<file path="src/rtl/midi_voice_pkg.sv">
// Shared constants and enums for the MIDI voice decoder: state encoding,
// pitch-class names and slot field positions.
package midi_voice_pkg;

  localparam int NOTES_PER_OCTAVE = 12;

  // Slot layout: note number in [15:8] (only [14:8] decoded), velocity in [7:0]
  localparam int NOTE_LSB = 8;
  localparam int NOTE_W   = 7;
  localparam int VEL_LSB  = 0;
  localparam int VEL_W    = 8;
  localparam int PITCH_W  = 4;

  typedef enum logic [1:0] {
    IDLE,
    LOAD,
    DIVIDE,
    HOLD
  } state_e;

  typedef enum logic [PITCH_W-1:0] {
    PC_C, PC_CS, PC_D, PC_DS, PC_E, PC_F,
    PC_FS, PC_G, PC_GS, PC_A, PC_AS, PC_B
  } pitch_e;

endpackage

</file>
<file path="src/rtl/note_div12.sv">
// Sequential divide-by-12: start loads the note, then one subtract per cycle
// until the remainder drops below 12 (done).
module note_div12
  import midi_voice_pkg::*;
#(
  parameter int OCT_W = 4
) (
  input  logic              clk_i,
  input  logic              rst_i,
  input  logic              start_i,
  input  logic [NOTE_W-1:0] note_i,
  output logic [NOTE_W-1:0] rem_o,
  output logic [OCT_W-1:0]  quo_o,
  output logic              done_o
);

  logic [NOTE_W-1:0] rem_q, rem_d;
  logic [OCT_W-1:0]  quo_q, quo_d;

  assign done_o = (rem_q < NOTE_W'(NOTES_PER_OCTAVE));
  assign rem_o  = rem_q;
  assign quo_o  = quo_q;

  // NOTE: every comb output gets a default first so no latch is inferred.
  always_comb begin
    rem_d = rem_q;
    quo_d = quo_q;
    if (start_i) begin
      rem_d = note_i;
      quo_d = '0;
    end else if (!done_o) begin
      rem_d = rem_q - NOTE_W'(NOTES_PER_OCTAVE);
      quo_d = quo_q + OCT_W'(1);
    end
  end

  // NOTE: state registers use non-blocking assignments only; all next-state
  // math lives in the _d comb block above.
  always_ff @(posedge clk_i or posedge rst_i) begin
    if (rst_i) begin
      rem_q <= '0;
      quo_q <= '0;
    end else begin
      rem_q <= rem_d;
      quo_q <= quo_d;
    end
  end

endmodule

</file>
<file path="src/rtl/midi_voice_decoder.sv">
// Captures a burst of note-on slots and decodes each note into pitch class and
// octave with one shared divider. Optional VELOCITY_ZERO_OFF_EN treats vel 0 as note-off.
module midi_voice_decoder
  import midi_voice_pkg::*;
#(
  parameter int NUM_VOICES = 5,
  parameter int DATA_W     = 21,
  parameter int OCT_W      = 4,
  parameter int CNT_W      = $clog2(NUM_VOICES + 1)
) (
  input  logic                                 clk_in,
  input  logic                                 rst_in,
  input  logic                                 burst_valid_in,
  output logic                                 burst_ready_out,
  input  logic [CNT_W-1:0]                     on_msg_count_in,
  input  logic [NUM_VOICES-1:0][DATA_W-1:0]    midi_burst_data_in,
  output logic                                 vals_valid_out,
  input  logic                                 vals_ready_in,
  output logic [NUM_VOICES-1:0]                voice_active_out,
  output logic [NUM_VOICES-1:0][PITCH_W-1:0]   note_value_out,
  output logic [NUM_VOICES-1:0][OCT_W-1:0]     octave_out,
  output logic [NUM_VOICES-1:0][VEL_W-1:0]     note_velocity_out,
  output logic                                 dropped_out
);

  state_e                              state_q, state_d;
  logic [NUM_VOICES-1:0][DATA_W-1:0]   slot_q, slot_d;
  logic [CNT_W-1:0]                    count_q, count_d;
  logic [CNT_W-1:0]                    idx_q, idx_d;
  logic [NUM_VOICES-1:0]               active_q, active_d;
  logic [NUM_VOICES-1:0][PITCH_W-1:0]  note_q, note_d;
  logic [NUM_VOICES-1:0][OCT_W-1:0]    oct_q, oct_d;
  logic [NUM_VOICES-1:0][VEL_W-1:0]    vel_q, vel_d;
  logic                                valid_q, valid_d;
  logic                                dropped_q, dropped_d;

  logic [DATA_W-1:0] cur_slot;
  logic [CNT_W-1:0]  count_clamped;
  logic              last_voice;
  logic              vel_zero;
  logic              accept_out;
  logic              div_start;
  logic              div_done;
  logic [NOTE_W-1:0] div_rem;
  logic [OCT_W-1:0]  div_quo;
  logic              unused_bits;

  assign cur_slot      = slot_q[idx_q];
  assign count_clamped = (on_msg_count_in > CNT_W'(NUM_VOICES)) ? CNT_W'(NUM_VOICES)
                                                                 : on_msg_count_in;
  assign last_voice    = (idx_q == count_q - CNT_W'(1));
  assign vel_zero      = (cur_slot[VEL_LSB +: VEL_W] == '0);
  assign accept_out    = valid_q && vals_ready_in;
  assign unused_bits   = ^{cur_slot[DATA_W-1:NOTE_LSB+NOTE_W], div_rem[NOTE_W-1:PITCH_W], vel_zero};

  note_div12 #(
    .OCT_W (OCT_W)
  ) u_div (
    .clk_i   (clk_in),
    .rst_i   (rst_in),
    .start_i (div_start),
    .note_i  (cur_slot[NOTE_LSB +: NOTE_W]),
    .rem_o   (div_rem),
    .quo_o   (div_quo),
    .done_o  (div_done)
  );

  always_ff @(posedge clk_in or posedge rst_in) begin
    if (rst_in) begin
      state_q   <= IDLE;
      // NOTE: the slot store is reset too so a mid-decode reset discards it cleanly.
      slot_q    <= '0;
      count_q   <= '0;
      idx_q     <= '0;
      active_q  <= '0;
      note_q    <= '0;
      oct_q     <= '0;
      vel_q     <= '0;
      valid_q   <= 1'b0;
      dropped_q <= 1'b0;
    end else begin
      state_q   <= state_d;
      slot_q    <= slot_d;
      count_q   <= count_d;
      idx_q     <= idx_d;
      active_q  <= active_d;
      note_q    <= note_d;
      oct_q     <= oct_d;
      vel_q     <= vel_d;
      valid_q   <= valid_d;
      dropped_q <= dropped_d;
    end
  end

  always_comb begin
    state_d = state_q;
    case (state_q)
      IDLE:   if (burst_valid_in) state_d = (count_clamped == '0) ? HOLD : LOAD;
`ifdef VELOCITY_ZERO_OFF_EN
      LOAD:   if (vel_zero) state_d = last_voice ? HOLD : LOAD;
              else          state_d = DIVIDE;
`else
      LOAD:   state_d = DIVIDE;
`endif
      DIVIDE: if (div_done) state_d = last_voice ? HOLD : LOAD;
      HOLD:   if (accept_out) state_d = IDLE;
      default: state_d = IDLE;
    endcase
  end

  always_comb begin
    slot_d    = slot_q;
    count_d   = count_q;
    idx_d     = idx_q;
    active_d  = active_q;
    note_d    = note_q;
    oct_d     = oct_q;
    vel_d     = vel_q;
    valid_d   = valid_q;
    dropped_d = burst_valid_in && (state_q != IDLE);
    div_start = 1'b0;
    case (state_q)
      IDLE: if (burst_valid_in) begin
        slot_d   = midi_burst_data_in;
        count_d  = count_clamped;
        idx_d    = '0;
        active_d = '0;
        note_d   = '0;
        oct_d    = '0;
        vel_d    = '0;
      end
      LOAD: begin
`ifdef VELOCITY_ZERO_OFF_EN
        // Note-off: fields and mask bit stay cleared, no divide.
        if (vel_zero) begin
          if (last_voice) valid_d = 1'b1;
          else            idx_d   = idx_q + CNT_W'(1);
        end else begin
          div_start = 1'b1;
        end
`else
        div_start = 1'b1;
`endif
      end
      DIVIDE: if (div_done) begin
        note_d[idx_q]   = div_rem[PITCH_W-1:0];
        oct_d[idx_q]    = div_quo;
        vel_d[idx_q]    = cur_slot[VEL_LSB +: VEL_W];
        active_d[idx_q] = 1'b1;
        if (last_voice) valid_d = 1'b1;
        else            idx_d   = idx_q + CNT_W'(1);
      end
      // An empty burst arrives here with valid low; raise it one cycle later.
      HOLD: valid_d = !accept_out;
      default: ;
    endcase
  end

  assign burst_ready_out   = (state_q == IDLE);
  assign vals_valid_out    = valid_q;
  assign voice_active_out  = active_q;
  assign note_value_out    = note_q;
  assign octave_out        = oct_q;
  assign note_velocity_out = vel_q;
  assign dropped_out       = dropped_q;

endmodule
</file>
<file path="config.mk">
export PLATFORM = sky130hd
export DESIGN_NAME = midi_voice_decoder
export DESIGN_NICKNAME = d
export VERILOG_FILES = /design/src/rtl/midi_voice_pkg.sv /design/src/rtl/note_div12.sv /design/src/rtl/midi_voice_decoder.sv
export SDC_FILE = /design/constraint.sdc
export NUM_CORES = 1
export LEC_CHECK = 0
export CAP_MARGIN = 20
export CORE_ASPECT_RATIO = 0.9
export CORE_UTILIZATION = 53
export CTS_CLUSTER_SIZE = 16
export DETAILED_ROUTE_END_ITERATION = 10
export PLACE_DENSITY = 0.86
export SETUP_SLACK_MARGIN = 0.5
export SYNTH_ARGS = -nofsm -noshare
export SYNTH_HDL_FRONTEND = slang
export SYNTH_SLANG_ARGS = --single-unit
</file>
<file path="constraint.sdc">
create_clock -name clk_in -period 16.2 [get_ports clk_in]
set_input_delay 2.43 -clock clk_in [delete_from_list [all_inputs] [get_ports clk_in]]
set_output_delay 2.43 -clock clk_in [all_outputs]
set_load 0.005 [all_outputs]
</file>
==> impl_metrics.py, run 1 <==
metrics = {
    "status": {
        "outcome": "finished, final reports clean",
    },
    "clocking": {
        "clkSlewWorstSetupHoldPaths_ns": 0.07,
        "htree_levels": 4,
        "cts_hold_buf": 0,
        "numCtsBuffers": 17,
        "cts_resized": 0,
        "cts_tree": "yes",
        "insertion_delay_ns": 0.44,
        "cts-root-buf": "clkbuf_16",
        "cts_setup_buffers": 0,
        "clockBufferDepth": 2,
        "cts.sinks": 181,
    },
    "logic_synthesis": {
        "yosysTopAreaCellShare": 0.577,
        "ys_seq_area_frac": 0.577,
        "synthCells": 793,
        "synth_ff_type": "dfrtp_1",
        "synth.area.top_cells": "dfrtp_1 (58%), nand2_1 (14%), a22o_1 (2.7%), nand3_1 (2.6%), o21ai_0 (1.8%)",
        "synth_top_cell_by_area": "dfrtp_1",
        "synth-edff-count": 0,
        "yosysUniqueCellTypes": 55,
        "avgSynthCellArea_um2": 9.89,
        "syn_nets": 909,
        "synth_seq_cells": 181,
        "mappedNetlistArea_um2": 7850,
        "ys.warnings.count": 0,
        "async_flop_share": 1.00,
    },
    "finish": {
        "n_antenna_cell": 0,
        "drive_gt1_frac": 0.0726,
        "nNetsFinal": 1054,
        "nFillCells": 1038,
        "areaGrowthSynthToFinish_pct": 30.9,
    },
    "grt": {
        "grt_antenna_before_repair": 0,
        "grt_usage": 0.290,
        "overflow": 0,
        "first_global_vias": 6577,
        "grt_max_degree": 112,
        "grt_pass1_wl_mm": 33.6,
    },
    "timing": {
        "hold_ws_ns": 0.469,
        "fin_crit_sh": 0.272,
        "fmax_mhz": 227,
        "min_period_ns": 4.41,
        "hold_violations": 0,
        "slew_violations": 0,
        "setup_viol": 0,
        "finalClockSkew_ns": 0.0134,
        "setup_tns_ns": 0,
        "max_slew_margin": 0.326,
        "worstMarginPinSlew_ns": 1.01,
        "grt_setup_unrepaired": "false",
        "setup_ws_ns": 11.79,
    },
    "route": {
        "vias_per_cell": 5.71,
        "first_pass_iters": 5,
        "drc_errors": 0,
        "antenna_left": 0,
        "wl_mm": 20.9,
        "drt_iter0_markers": 565,
        "vias": 6528,
        "wl_per_cell_um": 18.3,
    },
    "worst_setup_path": {
        "crit_fanout": 80,
        "arrival_ns": 4.74,
        "ff2ff_path_depth": 5,
        "cp-end-kind": "flop",
        "crit_start": "burst_valid_in",
        "r2r_start": "idx_q[2]",
        "worst_r2r_endpoint": "note_velocity_out[19]",
        "critPathLaunchType": "input pin",
        "crit_required_ns": 16.53,
        "regToRegSetupSlack_ns": 13.47,
        "path_class": "in -> reg",
    },
    "place": {
        "gp_congestion": 0.827,
        "dp_slack_ns": 11.36,
        "io_buffer_count": 169,
        "hpwlAfterDp_mm": 13.8,
    },
    "min_path": {
        "min_to": "slot_q[25]",
        "min_from": "slot_q[25]",
        "hold_path_depth": 2,
        "hp-class": "reg -> reg",
    },
    "floorplan": {
        "dieArea_um2": 15300,
        "die_y_um": 117,
        "core_um2": 14200,
        "placementRows": 41,
        "start_util": 0.552,
        "ios": 200,
        "dieWidth_um": 130,
    },
    "run": {
        "cap_violations": 0,
    },
    "pwr": {
        "finalPower_mw": 1.81,
        "vdd_drop_max_mv": 0.101,
        "internal_power_mw": 1.13,
        "seqPwrFrac": 0.401,
        "pwr-share-comb": 0.363,
        "p_leak_nw": 4.79,
        "swShare": 0.372,
        "switchingPower_mw": 0.673,
        "p_clk_frac": 0.235,
        "p_per_area_nw_per_um2": 176,
    },
}
## worst max-delay path by stage
stage	to	slack, ns	cells past startpoint
6_report	idx_q[0]	11.79	5
5_1_grt	idx_q[0]	11.66	5
3_5_place_dp	idx_q[0]	11.36	5
2_1_floorplan	count_q[0]	8.85	1
4_1_cts	idx_q[0]	11.80	5
3_3_place_gp	idx_q[0]	11.39	5
## kinds of logic (layout without fill, tap and decap cells)
family / Yosys count / after routing / synth area share
DFF: 181 / 181 / 0.577
muxes: 26 / 26 / 0.0399
and+or+nand+nor: 384 / 384 / 0.210
AOI/OAI and AO/OA: 130 / 130 / 0.123
buffers and inverters: 60 / 218 / 0.0328
adders and majority gates: 4 / 4 / 0.00638
xor gates and xnor gates: 8 / 8 / 0.0108
## layout make-up
cell class,count,area [um2],share of cell area
clock buffers,20,457,0.0445
clock inverters,12,154,0.0150
inverters,6,27.5,0.00268
multi-input cells,552,3070,0.299
flip-flops and latches,181,4530,0.441
well taps,193,241,0.0235
repair buffers,180,1790,0.175
## registers in the layout, summed over array words and instances (netlist names)
| name | flops |
|---|---|
| voice_active_out | 5 |
| u_div.rem_o | 7 |
| u_div.quo_o | 4 |
| note_value_out | 20 |
| note_velocity_out | 40 |
| dropped_out | 1 |
| vals_valid_out | 1 |
| idx_q | 3 |
| slot_q | 75 |
| state_q | 2 |
| count_q | 3 |
| octave_out | 20 |
## metal layers
layer / share of wire / vias up / global-route usage
met5: 0 / - / 0
met4: 0.022 / 0 / 0.0981
met3: 0.070 / 39 / 0.0803
met2: 0.49 / 281 / 0.466
met1: 0.41 / 3229 / 0.375
li1: - / 2979 / -
## synthesized netlist by cell type, types with 4 or more instances
master	instances
a32o_1	4
buf_2	14
o22ai_1	4
and2_1	5
clkbuf_1	34
mux2_2	11
a22o_1	24
mux2i_1	11
inv_1	6
nor2b_1	9
ha_1	4
xnor2_1	5
o2bb2ai_1	13
a22oi_1	17
o21ai_0	28
nand3_1	40
nor2_1	15
buf_4	4
nand2_1	286
dfrtp_1	181
a31oi_1	6
a21oi_1	9
## critical path: stages
cell,delay [ns]
clkdlybuf4s50_1,0.59
nor3b_4,0.48
buf_4,0.69
nor2_1,0.19
a211o_1,0.33
## power groups by stage
stage	Clock, mW	Sequential, mW	Combinational [mW]
3_3_place_gp	0	0.721	0.619
3_5_place_dp	0	0.728	0.647
2_1_floorplan	0	0.684	0.427
6_report	0.425	0.726	0.657
5_1_grt	0.448	0.742	0.719
4_1_cts	0.429	0.722	0.656
## layout by cell type (no fill, tap or decap), types with 3 or more instances in the layout
master | synthesis | routed
nand2_1 | 286 | 286
dfrtp_1 | 181 | 181
clkdlybuf4s50_1 | 0 | 169
nand3_1 | 40 | 40
o21ai_0 | 28 | 28
a22o_1 | 24 | 24
a22oi_1 | 17 | 17
clkbuf_16 | 0 | 17
nor2_1 | 15 | 15
o2bb2ai_1 | 13 | 13
mux2_2 | 11 | 11
mux2i_1 | 11 | 11
buf_4 | 4 | 10
a21oi_1 | 9 | 9
nor2b_1 | 9 | 9
a31oi_1 | 6 | 6
clkinvlp_4 | 0 | 6
inv_1 | 6 | 5
xnor2_1 | 5 | 5
and2_1 | 5 | 5
o22ai_1 | 4 | 4
a32o_1 | 4 | 4
ha_1 | 4 | 4
mux4_2 | 3 | 3
nand2b_1 | 3 | 3
nand4_1 | 3 | 3
nor3_2 | 3 | 3
nor4_1 | 3 | 3
o21a_1 | 3 | 3
a211oi_1 | 3 | 3
nand3b_1 | 3 | 3
o221ai_1 | 3 | 3
bufinv_16 | 0 | 3
## stage by stage
| stage | cell area (um2) | utilization | instances |
|---|---|---|---|
| 2_1_floorplan | 7850 | - | 793 |
| 3_3_place_gp | 9630 | 0.678 | 1111 |
| 3_5_place_dp | 9660 | 0.680 | 1112 |
| 4_1_cts | 10300 | 0.723 | 1144 |
| 5_1_grt | 10300 | 0.723 | 1144 |
| 6_report | 10300 | 0.723 | 1144 |
(Power assumes the default switching activity.)
==> run 2: changes to the inputs <==
- CORE_UTILIZATION: 53 -> 49
- PLACE_DENSITY: 0.86 -> 0.8
- clock period: 16.2 -> 4.3 ns (I/O delays scaled with it)
==> run 2 against run 1 <==
  * Clock skew shrank 0.0041 ns
  * Flip-flop and latch count is the same
  * Utilization shrank 6.1 points
  * Sequential power grew to 3.8 times the previous value
  * Critical endpoint is now note_velocity_out[20]
  * Die area grew 8.0%
  * Total power grew to 3.7 times the previous value
  * Global-route usage shrank 2.8 points
  * Clock-buffer cell count grew 5
  * Setup slack lost 10 ns
==> impl_metrics.py, run 2 (same netlist as run 1, synthesis figures left out) <==
metrics = {
    "pwr": {
        "p_leak_nw": 4.80,
        "pwr-share-comb": 0.355,
        "seqPwrFrac": 0.408,
        "internal_power_mw": 4.30,
        "p_clk_frac": 0.237,
        "p_per_area_nw_per_um2": 657,
        "swShare": 0.365,
        "switchingPower_mw": 2.47,
        "vdd_drop_max_mv": 0.403,
    },
    "floorplan": {
        "core_um2": 15500,
        "start_util": 0.505,
        "dieWidth_um": 135,
        "ios": 200,
        "die_y_um": 122,
        "dieArea_um2": 16500,
        "placementRows": 43,
    },
    "min_path": {
        "hp-class": "reg -> reg",
    },
    "status": {
        "outcome": "finished, final reports clean",
    },
    "place": {
        "placed_area_um2": 9690,
        "io_buffer_count": 169,
        "hpwlAfterDp_mm": 13.5,
        "gp_congestion": 0.799,
    },
    "worst_setup_path": {
        "critPathSlowestCell": "dfrtp_1",
        "cp-end-kind": "flop",
        "regToRegSetupSlack_ns": 1.30,
        "ff2ff_path_depth": 5,
        "crit_chain": "buf_4 > nor3b_1 > a41oi_1 > buf_4 > a22o_1",
        "crit_required_ns": 4.61,
        "crit_start": "idx_q[1]",
        "cpMostUsedCell": "buf_4",
        "worst_r2r_endpoint": "note_velocity_out[20]",
        "path_class": "reg -> reg",
        "crit_path_max_incr_delay_ns": 0.79,
        "critPathLaunchType": "flop",
        "crit_fanout": 17,
        "arrival_ns": 3.31,
        "r2r_start": "idx_q[1]",
        "cp-endpoint": "note_velocity_out[20]",
    },
    "run": {
        "cap_violations": 0,
    },
    "route": {
        "drt_iter0_markers": 543,
        "vias": 6378,
        "vias_per_cell": 5.53,
        "first_pass_iters": 5,
        "wl_mm": 20.1,
        "wl_per_cell_um": 17.5,
        "antenna_left": 0,
        "drc_errors": 0,
    },
    "finish": {
        "drive_gt1_frac": 0.0683,
        "nNetsFinal": 1054,
        "areaGrowthSynthToFinish_pct": 31.2,
        "layout_common_cells": "nand2_1 (286), dfrtp_1 (181), clkdlybuf4s50_1 (169)",
        "regMostFlops": "slot_q",
        "final_area_um2": 10300,
        "largest_reg_flops": 75,
        "layout_commonest_cell": "nand2_1",
        "final_util": 0.662,
        "n_antenna_cell": 0,
    },
    "clocking": {
        "cts_hold_buf": 0,
        "cts_setup_buffers": 0,
        "cts.sinks": 181,
        "cts_tree": "yes",
        "numCtsBuffers": 17,
        "clockBufferDepth": 2,
        "cts_resized": 0,
        "clkSlewWorstSetupHoldPaths_ns": 0.07,
        "cts-root-buf": "clkbuf_16",
        "htree_levels": 4,
        "insertion_delay_ns": 0.43,
    },
    "timing": {
        "fin_crit_sh": 0.697,
        "slew_violations": 0,
        "finalClockSkew_ns": 0.00930,
        "setup_tns_ns": 0,
        "worstMarginPinSlew_ns": 1.03,
        "setup_viol": 0,
        "grt_setup_unrepaired": "false",
        "min_period_ns": 3.00,
        "max_slew_margin": 0.313,
        "hold_ws_ns": 0.466,
        "hold_violations": 0,
        "fmax_mhz": 334,
    },
    "grt": {
        "grt_usage": 0.261,
        "first_global_vias": 6207,
        "grt_pass1_wl_mm": 32.4,
        "grt_max_degree": 182,
        "grt_antenna_before_repair": 0,
        "overflow": 0,
    },
}
-- run 2: worst min path at each step --
stage                        from       endpoint  slack [ns]  depth (start not counted)
floorplan              slot_q[63]     slot_q[63]        0.44                          2
global placement       slot_q[65]     slot_q[65]        0.45                          2
finish              octave_out[2]  octave_out[2]        0.47                          2
global route           slot_q[77]     slot_q[77]        0.49                          2
detailed placement  octave_out[2]  octave_out[2]        0.46                          2
CTS                 octave_out[2]  octave_out[2]        0.47                          2
-- run 2: power groups by stage --
stage,sequential (mW),combinational [mW],clock [mW]
final,2.76,2.40,1.60
after global routing,2.84,2.66,1.69
after CTS,2.75,2.41,1.61
after detailed placement,2.77,2.39,0
after global placement,2.75,2.31,0
after floorplan,2.58,1.61,0
-- run 2: through the flow --
stage | power, mW | worst slack (ns) | instances
6_report | 6.76 | 1.30 | 1153
5_1_grt | 7.19 | 1.13 | 1153
4_1_cts | 6.78 | 1.34 | 1153
3_5_place_dp | 5.16 | 1.40 | 1121
3_3_place_gp | 5.06 | 1.42 | 1120
2_1_floorplan | 4.18 | 1.33 | 793
-- run 2: area by class of cell --
type / count / area [um2]
Inverter: 6 / 26.3
Clock inverter: 7 / 120
Fill cell: 1245 / 5260
Multi-Input combinational cell: 552 / 3070
Tap cell: 202 / 253
Clock buffer: 25 / 485
Timing Repair Buffer: 180 / 1810
Sequential cell: 181 / 4530
-- run 2: critical path, delay by kind of cell, from the launching register on --
kind	cells	cell delay [ns]
buffers and inverters	2	0.69
AOI/OAI and AO/OA	2	0.63
DFF	1	0.79
and+or+nand+nor	1	0.75
-- run 2: metal layers --
metal / global-route usage / vias up / share of wire
li1: - / 2988 / -
met1: 0.355 / 3131 / 0.43
met2: 0.421 / 229 / 0.48
met3: 0.0633 / 30 / 0.070
met5: 0 / - / 0
met4: 0.0695 / 0 / 0.015
==> run 3: changes to the inputs <==
- CORE_UTILIZATION: 49 -> 44
- PLACE_DENSITY: 0.8 -> 0.76
- clock period: 4.3 -> 2.5 ns (I/O delays scaled with it)
==> run 3 against run 2 <==
  * Total power increased by 77%
  * Cell area increased by 3.2%
  * Non-clock buffer count increased by 29
  * Clock power increased by 73%
  * Largest power group unchanged
  * First-iteration DRC count increased by 13%
  * Hold slack got worse by 0.047 ns
  * Critical endpoint is now burst_ready_out
  * Critical path depth decreased by 3
  * Largest cell class unchanged
  * Die area increased by 11%
==> impl_metrics.py, run 3 (same netlist as run 1, synthesis figures left out) <==
metrics = {
    "status": {
        "outcome": "finished, final reports clean",
    },
    "grt": {
        "grt_usage": 0.244,
        "grt_max_degree": 112,
        "first_global_vias": 6346,
        "overflow": 0,
        "grt_pass1_wl_mm": 33.8,
        "grt_antenna_before_repair": 0,
    },
    "pwr": {
        "p_per_area_nw_per_um2": 1130,
        "p_leak_nw": 4.93,
        "finalPower_mw": 12.0,
        "vdd_drop_max_mv": 0.752,
    },
    "clocking": {
        "cts_hold_buf": 0,
        "cts.sinks": 181,
        "cts_tree": "yes",
        "numCtsBuffers": 17,
        "clockBufferDepth": 2,
        "cts-root-buf": "clkbuf_16",
        "insertion_delay_ns": 0.44,
        "clkSlewWorstSetupHoldPaths_ns": 0.07,
        "htree_levels": 4,
    },
    "route": {
        "first_pass_iters": 6,
        "antenna_left": 0,
        "wl_per_cell_um": 17.2,
        "drc_errors": 0,
        "vias_per_cell": 5.30,
        "vias": 6440,
        "drt_iter0_markers": 612,
        "wl_mm": 20.9,
    },
    "timing": {
        "grt_setup_unrepaired": "true",
        "fmax_mhz": 499,
        "worstMarginPinSlew_ns": 0.693,
        "fin_crit_sh": 0.801,
        "hold_violations": 0,
        "setup_viol": 0,
        "hold_ws_ns": 0.418,
        "finalClockSkew_ns": 0.0118,
        "slew_violations": 0,
        "min_period_ns": 2.00,
        "max_slew_margin": 0.536,
        "setup_tns_ns": 0,
        "setup_ws_ns": 0.497,
    },
    "place": {
        "io_buffer_count": 169,
        "dp.cells": 1176,
        "gp_congestion": 0.848,
        "dp_slack_ns": 0.290,
        "placed_area_um2": 9910,
        "hpwlAfterDp_mm": 14.5,
    },
    "floorplan": {
        "start_util": 0.457,
        "dieArea_um2": 18400,
        "placementRows": 45,
        "core_um2": 17200,
        "dieWidth_um": 143,
        "die_y_um": 129,
        "ios": 200,
    },
    "worst_setup_path": {
        "critPathSlowestCell": "clkdlybuf4s50_1",
        "crit_chain": "nor2_2 > clkdlybuf4s50_1",
        "arrival_ns": 1.63,
        "crit_required_ns": 2.12,
        "cp-end-kind": "primary output",
        "critPathLaunchType": "flop",
        "path_class": "reg -> out",
        "crit_path_max_incr_delay_ns": 0.52,
        "crit_fanout": 13,
    },
    "finish": {
        "nNetsFinal": 1083,
        "layout_common_cells": "nand2_1 (286), dfrtp_1 (175), clkdlybuf4s50_1 (169)",
        "layoutNonFillerInstCount": 1215,
        "final_area_um2": 10600,
        "regMostFlops": "slot_q",
        "largest_reg_flops": 75,
        "areaGrowthSynthToFinish_pct": 35.4,
        "drive_gt1_frac": 0.113,
        "layout_commonest_cell": "nand2_1",
        "n_antenna_cell": 0,
        "final_util": 0.618,
    },
    "min_path": {
        "hp-class": "in -> async",
    },
    "run": {
        "cap_violations": 0,
    },
}
## run 3: report_power, final
group	internal [mW]	switching, mW	leakage (nW)
Clock	1.58	1.18	0.277
Combinational	2.08	2.47	2.29
Sequential	3.91	0.774	2.37
Total	7.57	4.42	4.93
## run 3: repair_timing
item / CTS / global route
hold endpoints to repair: 0 / 0
gates resized for setup: 7 / 11
pin swaps: 1 / 0
setup endpoints to repair: 63 / 64
setup buffers: 2 / 5
## run 3: critical path: cells and delay by family (launching register included)
| kind | cells | cell delay, ns |
|---|---|---|
| flops | 1 | 0.51 |
| buf+inv | 1 | 0.52 |
| simple gates | 1 | 0.18 |
## run 3: final cells by class
| cell class | instances | area (um2) |
|---|---|---|
| clock buffer | 18 | 429 |
| clock inverter | 14 | 178 |
| fill | 1407 | 6550 |
| inverter | 6 | 26.3 |
| multi-input combinational | 552 | 3100 |
| sequential | 181 | 4540 |
| tap | 235 | 294 |
| timing repair buffer | 209 | 2050 |
## run 3: layer usage
| layer | global-route usage | wire [um] | up-vias |
|---|---|---|---|
| met2 | 0.391 | 9950 | 202 |
| met4 | 0.0715 | 396 | 0 |
| met5 | 0 | 0 | - |
| met1 | 0.331 | 9340 | 3166 |
| met3 | 0.0607 | 1210 | 23 |
| li1 | - | - | 3049 |
## run 3: path summary, 6_finish.rpt
| check | endpoint | slack, ns | cells past startpoint | startpoint |
|---|---|---|---|---|
| max reg2reg | note_velocity_out[7] | 0.58 | 5 | u_div.rem_o[2] |
| min | slot_q[24] | 0.42 | 3 | rst_in |
| min in group clk_in | slot_q[6] | 0.46 | 3 | midi_burst_data_in[6] |
| max in group asynchronous | state_q[1] | 1.49 | 3 | rst_in |
| max | burst_ready_out | 0.50 | 2 | state_q[0] |
| min reg2reg | note_value_out[10] | 0.47 | 2 | note_value_out[10] |
